`config.mk`:
```
export PLATFORM = sky130hd
export DESIGN_NAME = pc_unit
export DESIGN_NICKNAME = d
export VERILOG_FILES = /design/src/rtl/pc_pkg.sv /design/src/rtl/pc_unit_ret_stack.sv /design/src/rtl/pc_unit.sv
export SDC_FILE = /design/constraint.sdc
export NUM_CORES = 1
export LEC_CHECK = 0
export ABC_AREA = 1
export BUFFER_PORTS_ARGS = -buffer_cell sky130_fd_sc_hd__buf_2
export CORE_ASPECT_RATIO = 0.9
export CORE_UTILIZATION = 40
export CTS_BUF_LIST = sky130_fd_sc_hd__clkbuf_8
export DETAILED_ROUTE_END_ITERATION = 10
export HOLD_SLACK_MARGIN = 0.12
export SLEW_MARGIN = 20
export SYNTH_ARGS = -nofsm -noshare
export SYNTH_HDL_FRONTEND = slang
export SYNTH_SLANG_ARGS = --single-unit
```
`constraint.sdc`:
```
create_clock -name clock -period 2.2 [get_ports clock]
set_clock_uncertainty 0.05 [all_clocks]
set_input_delay 0.55 -clock clock [delete_from_list [all_inputs] [get_ports clock]]
set_output_delay 0.55 -clock clock [all_outputs]
set_load 0.005 [all_outputs]
```
`src/rtl/pc_pkg.sv`:
```
// Shared constants for the program-counter unit: op width and op encodings
// driven by the controller.
package pc_pkg;

    localparam int OP_W = 3;

    localparam logic [OP_W-1:0] OP_INC   = 3'd0;
    localparam logic [OP_W-1:0] OP_JMP   = 3'd1;
    localparam logic [OP_W-1:0] OP_BRREL = 3'd2;
    localparam logic [OP_W-1:0] OP_CALL  = 3'd3;
    localparam logic [OP_W-1:0] OP_RET   = 3'd4;
    localparam logic [OP_W-1:0] OP_HOLD  = 3'd5;

endpackage

```
`src/rtl/pc_unit_ret_stack.sv`:
```
// Return-address LIFO for the PC unit. Pushes when full and pops when empty
// are ignored; entries are never cleared, only the depth counter is reset.
module ret_stack #(
    parameter int ADDR_W      = 8,
    parameter int STACK_DEPTH = 4
) (
    input  logic                               clock,
    input  logic                               rst,
    input  logic                               push,
    input  logic                               pop,
    input  logic [ADDR_W-1:0]                  din,
    output logic [ADDR_W-1:0]                  dout,
    output logic [$clog2(STACK_DEPTH+1)-1:0]   depth,
    output logic                               full,
    output logic                               empty
);

    localparam int DW = $clog2(STACK_DEPTH+1);

    logic [ADDR_W-1:0] mem_q [STACK_DEPTH];
    logic [DW-1:0]     depth_q;
    logic [DW-1:0]     depth_d;
    logic              pushOk;
    logic              popOk;

    assign full   = (depth_q == DW'(STACK_DEPTH));
    assign empty  = (depth_q == '0);
    assign depth  = depth_q;

    // A simultaneous push and pop resolves as a pop; the PC unit never issues both.
    assign popOk  = pop && !empty;
    assign pushOk = push && !full && !pop;

    always_comb begin
        depth_d = depth_q;
        if (pushOk) begin
            depth_d = depth_q + DW'(1);
        end else if (popOk) begin
            depth_d = depth_q - DW'(1);
        end
    end

    always_comb begin
        dout = '0;
        for (int i = 0; i < STACK_DEPTH; i++) begin
            if (depth_q == DW'(i + 1)) begin
                dout = mem_q[i];
            end
        end
    end

    always_ff @(posedge clock) begin
        if (!rst) begin
            depth_q <= '0;
        end else begin
            depth_q <= depth_d;
        end
    end

    always_ff @(posedge clock) begin
        for (int i = 0; i < STACK_DEPTH; i++) begin
            if (pushOk && depth_q == DW'(i)) begin
                mem_q[i] <= din;
            end
        end
    end

endmodule

```
`src/rtl/pc_unit.sv`:
```
// Program-counter unit: next-PC selection, call/return through a hardware
// return stack, and sticky overflow/underflow flags.
module pc_unit
    import pc_pkg::*;
#(
    parameter int                ADDR_W      = 8,
    parameter int                STACK_DEPTH = 4,
    parameter logic [ADDR_W-1:0] RESET_ADDR  = '0
) (
    input  logic                               clock,
    input  logic                               rst,
    input  logic                               en,
    input  logic [OP_W-1:0]                    op,
    input  logic [ADDR_W-1:0]                  target,
    input  logic [ADDR_W-1:0]                  offset,
    input  logic                               err_clr,
    output logic [ADDR_W-1:0]                  pc_addr,
    output logic [$clog2(STACK_DEPTH+1)-1:0]   depth,
    output logic                               stack_full,
    output logic                               stack_empty,
    output logic                               ovf,
    output logic                               unf
);

    localparam logic [ADDR_W-1:0] ONE = ADDR_W'(1);

    logic [ADDR_W-1:0] pc_q;
    logic [ADDR_W-1:0] pc_d;
    logic              ovf_q;
    logic              unf_q;
    logic              ovfSet;
    logic              unfSet;
    logic              push;
    logic              pop;
    logic [ADDR_W-1:0] pcPlusOne;
    logic [ADDR_W-1:0] retAddr;
    logic              stackFull;
    logic              stackEmpty;

    assign pcPlusOne = pc_q + ONE;

    ret_stack #(
        .ADDR_W      (ADDR_W),
        .STACK_DEPTH (STACK_DEPTH)
    ) u_ret_stack (
        .clock (clock),
        .rst   (rst),
        .push  (push),
        .pop   (pop),
        .din   (pcPlusOne),
        .dout  (retAddr),
        .depth (depth),
        .full  (stackFull),
        .empty (stackEmpty)
    );

    // A full-stack CALL still jumps; an empty-stack RET degrades to INC.
    always_comb begin
        pc_d   = pc_q;
        push   = 1'b0;
        pop    = 1'b0;
        ovfSet = 1'b0;
        unfSet = 1'b0;
        if (en) begin
            case (op)
                OP_INC:   pc_d = pcPlusOne;
                OP_JMP:   pc_d = target;
                OP_BRREL: pc_d = pc_q + offset;
                OP_CALL: begin
                    pc_d = target;
                    if (stackFull) begin
                        ovfSet = 1'b1;
                    end else begin
                        push = 1'b1;
                    end
                end
                OP_RET: begin
                    if (stackEmpty) begin
                        pc_d   = pcPlusOne;
                        unfSet = 1'b1;
                    end else begin
                        pc_d = retAddr;
                        pop  = 1'b1;
                    end
                end
                default:  pc_d = pc_q;
            endcase
        end
    end

    always_ff @(posedge clock) begin
        if (!rst) begin
            pc_q  <= RESET_ADDR;
            ovf_q <= 1'b0;
            unf_q <= 1'b0;
        end else begin
            pc_q  <= pc_d;
            ovf_q <= ovfSet || (ovf_q && !err_clr);
            unf_q <= unfSet || (unf_q && !err_clr);
        end
    end

    assign pc_addr     = pc_q;
    assign ovf         = ovf_q;
    assign unf         = unf_q;
    assign stack_full  = stackFull;
    assign stack_empty = stackEmpty;

endmodule

```
# == After elaboration in Yosys (flattened, before gate mapping) ==
# Memory sizes are Yosys's and may differ from the RTL's.
# Cells that the tools add are included.
# word_totals
reg_bits,13
ramBits,32
in_bits,23
output_inout_bits,15
word_cells,78
memories,1
# mem_list
memory,words,word_bits,read_ports,rd_ports_with_merged_regs,wr,line_no,text
u_ret_stack.mem_q,4,8,4,0,1,pc_unit_ret_stack.sv:20,logic [ADDR_W-1:0] mem_q [STACK_DEPTH];
# classes
n_addsub,4
n_eq_ne,8
mux,37
n_reduce_logical,24
# ops
op,count
$mux 8,8
$pmux 8 s4,1
$reduce_or 8->1,3
$mux 1,23
$eq 3x2->1 const B,4
$logic_and 1x1->1,9
$add 8x1->8 const B,1
$add 8x8->8,1
$eq 3x1->1 const B,2
$eq 3x3->1 const B,2
$logic_not 3->1,2
$mux 2,3
$mux 3,2
$logic_not 1->1,4
$reduce_bool 4->1,1
$add 3x1->3 const B,1
$sub 3x1->3 const B,1
$logic_or 1x1->1,2
$reduce_and 2->1,1
$reduce_bool 2->1,1
$reduce_or 2->1,1

# == Logic depth before layout (Yosys ltp) ==
# logic_depth
ltp_word,13
mapped_depth,13
depth_no_buf,13

# == Modules after synthesis ==
# From an unflattened synthesis, not the netlist that was laid out.
# hier_totals
hier_cells,335
hier_area_um2,2705.1
# by_module_without_submodules
module,instances,cells_per_inst,area_per_inst_um2,seq_area_each_um2
ret_stack,1,153,1605.3,1021.0
pc_unit,1,182,1099.8,200.2

# == Least setup slack after synthesis ==
# OpenSTA, ideal clock, no wires.
# synth_timing
path_type,reg2reg
start,register u_ret_stack.depth_q[2] (netlist: u_ret_stack.depth[2])
end,"memory u_ret_stack.mem_q[3][0], enable pin"
setup_time_ns,0.370
arrival_time_ns,1.505
t_required_ns,1.780
setup_slack_ns,0.275
path_stages_with_launch,7
n_path_buf,2
period_less_slack_ns,1.925
path_cell_list,dfxtp_1 > inv_2 > buf_2 > ha_1 > inv_1 > clkbuf_1 > nor2_1
# synth_between
elab_chain_cells,13
elab_cells_between_ends,36
classes_between,eq/ne: 4; mux: 20; reduce/logical: 12
# synth_lines
item,line_no,text
start: declaration,pc_unit_ret_stack.sv:21,logic [DW-1:0] depth_q;
start signal: assignment,pc_unit_ret_stack.sv:56,depth_q <= depth_d;
$eq 3x3->1 or $logic_not 3->1 (tied branches),"pc_unit_ret_stack.sv:26, pc_unit_ret_stack.sv:27, pc_unit_ret_stack.sv:62",
$mux 1 (on tied branches),"pc_unit.sv:71, pc_unit.sv:78",
$mux 1,pc_unit.sv:65,case (op)
$mux 1,pc_unit.sv:64,if (en) begin
$logic_and 1x1->1 or $logic_not 1->1 (tied branches),pc_unit_ret_stack.sv:32,assign pushOk = push && !full && !pop;
$logic_and 1x1->1,pc_unit_ret_stack.sv:32,
$logic_and 1x1->1,pc_unit_ret_stack.sv:62,if (pushOk && depth_q == DW'(i)) begin
$mux 1,pc_unit_ret_stack.sv:62,
$mux 1 (not written as such),pc_unit_ret_stack.sv:63,mem_q[i] <= din;
$reduce_or 8->1 (no source line),n/a,
$mux 2 (no source line) or $mux 1 (tied branches) (3 in a row),n/a,
end: declaration,pc_unit_ret_stack.sv:20,
# Parallel ways exist; a longest one is shown, timed or not.

# == Worst setup path in the final report ==
# layout_timing
start,register u_ret_stack.depth_q[1] (netlist: u_ret_stack.depth[1])
end,output port stack_empty
# layout_between
elab_chain_cells,1
# layout_lines
item,line_no,text
$logic_not 3->1,pc_unit_ret_stack.sv:27,assign empty = (depth_q == '0);
end: declaration,pc_unit.sv:20,"output logic stack_empty,"
# Every way passes these cells.

==> results.py <==
metrics = {
    "outcome": {
        "status": "finished, final reports clean",
    },
    "floorplan": {
        "initial_core_util_pct": 41.2,
        "boundaryPins": 38,
        "core-area_sq_um": 6550,
        "dieHeight_microns": 80.0,
        "std_cell_rows": 28,
        "die-width_microns": 88.6,
        "dieArea_sq_um": 7090,
    },
    "place": {
        "gp_congestion": 0.788,
        "place_ws_ns": 0.0815,
        "placed_cell_area_sq_um": 3070,
        "io_buffers": 37,
        "dpl.hpwl_microns": 4990,
    },
    "setup_path": {
        "cp-end-kind": "primary output",
        "reg2reg_from": "u_ret_stack.depth[1]",
        "crit_buf_inv": 3,
        "startpoint_type": "flip-flop",
        "worstPathArrival_ns": 1.45,
        "max_stage_delay_ns": 0.36,
        "reg2reg_slack_ns": 0.30,
        "cp_max_fo": 6,
        "crit_path_top_delay_cell": "dfxtp_1",
        "reg2reg_to": "pc_addr[7]",
        "ff2ff_path_depth": 10,
        "crit_chain": "inv_1 > ha_1 > nand2_1 > inv_2 > buf_2",
        "required_ns": 1.60,
        "crit_family": "buffers and inverters",
        "critPathKind": "flip-flop to primary output",
    },
    "logic_synthesis": {
        "yosys_warnings": 0,
        "synth-seq-area-share_pct": 45.2,
        "syn-cell-area_sq_um": 2700,
        "synth_ff_type": "edfxtp_1",
        "synth-xor-area-share_pct": 1.30,
        "synth_top_area_cell": "edfxtp_1",
        "synthTopCellsByArea": "edfxtp_1 (36%), nand2_1 (13%), dfxtp_1 (9.6%)",
        "ys_types": 32,
        "synth_top_family_by_area": "simple AND/OR/NAND/NOR gates",
        "synthCells": 348,
        "async_flop_share_pct": 0,
        "avgSynthCellArea_sq_um": 7.76,
        "synth.area.mux_share_pct": 0,
        "synth_edf_count": 32,
        "synth_compound_gate_area_share_pct": 9.45,
        "synth_top_area_share_pct": 35.6,
        "syn_nets": 386,
        "synth-seq-cells": 45,
        "synthSimpleGateAreaFrac_pct": 28.8,
        "synthAdderAreaFrac_pct": 7.23,
    },
    "global_route": {
        "grt_overflow": 0,
        "grt_max_degree": 16,
        "antenna_found_initial": 0,
        "grt_pass1_wl_microns": 10100,
        "grtUsageTotal_pct": 19.3,
        "grt_pass1_vias": 2030,
    },
    "final_layout": {
        "final_cell_mix": "nand2_1 (96), inv_1 (46), nor2_1 (42), buf_2 (37), edfxtp_1 (32)",
        "fill_cells": 669,
        "drive_gt1_share_pct": 18.5,
        "n_antenna_cell": 0,
        "mostFrequentLayoutCell": "nand2_1",
        "final_area_sq_um": 3160,
        "syn2layout_area_growth_pct": 16.9,
        "final_nets": 437,
    },
    "clocking": {
        "cts_root_buf": "clkbuf_8",
        "cts_tree": "done",
        "cts_made_buffers": 5,
        "postCtsHoldBufs": 0,
        "cts_setup_buffers": 0,
        "htree_levels": 2,
        "clock_latency_ns": 0.30,
        "path_clk_slew_ns": 0.08,
        "cts.path.max_buffers": 2,
        "clock-sinks": 45,
    },
    "timing": {
        "rsz0062_at_grt": "no",
        "setup_viol": 0,
        "tightest_slew_ns": 0.610,
        "post-route-min-period_ns": 2.05,
        "slew_headroom_pct": 59.1,
        "hold_viol_final": 0,
        "fmax_mhz": 487,
        "tns_ns": 0,
        "timing.final.crit_share_pct": 93.4,
        "slew_violations": 0,
        "fin_ws_ns": 0.146,
    },
    "routing": {
        "drtIter0Drc": 164,
        "dr.pass1.iters": 4,
        "wl_per_cell_microns": 13.1,
        "via_per_inst": 4.79,
        "num_vias": 2346,
        "ant_nets": 0,
        "routed_wl_microns": 6400,
        "drc": 0,
    },
    "worst_hold_path": {
        "min_path_type": "flip-flop to flip-flop",
        "hold_depth": 2,
        "hp-start": "ovf",
        "holdPathEnd": "ovf",
    },
    "power_and_ir_drop": {
        "cellPowerDensity_nw_per_um2": 623,
        "power.leakage_nw": 1.49,
        "vdd_ir_drop_max_mv": 0.326,
    },
    "job": {
        "max-cap-violations": 0,
    },
}
## how the worst max path moves through the flow
stage	slack, ns	cells past startpoint	to	startpoint
after floorplan	0.27	6	u_ret_stack.mem_q[3][0]	u_ret_stack.depth[2]
after global placement	0.13	12	pc_addr[4]	offset[0]
after detailed placement	0.08	12	pc_addr[4]	offset[0]
after CTS	0.07	5	stack_empty	u_ret_stack.depth[0]
after global routing	0.003	5	stack_empty	u_ret_stack.depth[0]
final	0.15	5	stack_empty	u_ret_stack.depth[1]
## cell usage after synthesis, types with 2 or more instances
library cell  instances
a21boi_1              2
a21oi_1              18
buf_2                 3
clkbuf_1              2
dfxtp_1              13
edfxtp_1             32
ha_1                 14
inv_1                45
inv_2                 6
nand2_1              96
nand2_2               2
nand3_1              29
nand4_1               5
nor2_1               42
nor2_2                2
o211ai_1              4
o21ai_0               8
o21ai_1               8
or2_2                 2
xor2_1                3
## worst reg2reg max path: stages (launching register included)
cell and delay [ns]:
dfxtp_1 0.36, inv_1 0.12, ha_1 0.29, nand2_1 0.13, inv_2 0.13, nor2_2 0.06
nor2_1 0.34, nand3_1 0.13, nand4_1 0.12, nor2_1 0.04, nor2_1 0.07
## routing by layer
layer	vias up	global-route usage (%)	routed length (microns)
met4	0	4.03	36
met1	1045	28.3	3160
met2	65	28.9	2780
met3	6	4.14	420
met5	-	0	0
li1	1230	-	-
## cells by family after synthesis
logic type               count (synthesis)
flip-flops                              45
XOR/XNOR                                 4
buffers and inverters                   57
AND/OR/NAND/NOR                        182
AO/OA/AOI/OAI                           45
adder cells (fa/ha/maj)                 15
## state kept, by name, indices dropped and copies added (netlist names)
name / cells
u_ret_stack.mem_q: 32
unf: 1
u_ret_stack.depth: 3
pc_addr: 8
ovf: 1
## per-stage QoR
stage / util, % / hold WS, ns / std cells / power, W
2_1_floorplan: - / 0.410 / 348 / 0.00131
3_3_place_gp: 46.8 / 0.404 / 482 / 0.00147
3_5_place_dp: 46.8 / 0.408 / 482 / 0.00147
4_1_cts: 48.2 / 0.421 / 490 / 0.00199
5_1_grt: 48.2 / 0.462 / 490 / 0.00210
6_report: 48.2 / 0.417 / 490 / 0.00197
## power by group
group	switching (W)	internal (W)
clock	0.000288	0.000222
sequential	0.0000293	0.000940
combinational	0.000305	0.000182
## cell type report
cell class | count | area, sq um | share of cell area, %
clock buffers | 5 | 68.8 | 2.18
clock inverters | 3 | 20.0 | 0.634
inverters | 52 | 195 | 6.18
multi-input cells | 246 | 1260 | 40.0
flip-flops and latches | 45 | 1220 | 38.7
well taps | 90 | 113 | 3.57
repair buffers | 49 | 275 | 8.72
## timing repair
item | in CTS | in global routing
endpoints found under the setup margin | 0 | 2
gates resized for setup | 0 | 1
endpoints found under the hold margin | 0 | 0
No activity file was read; power rests on OpenSTA's default activity.
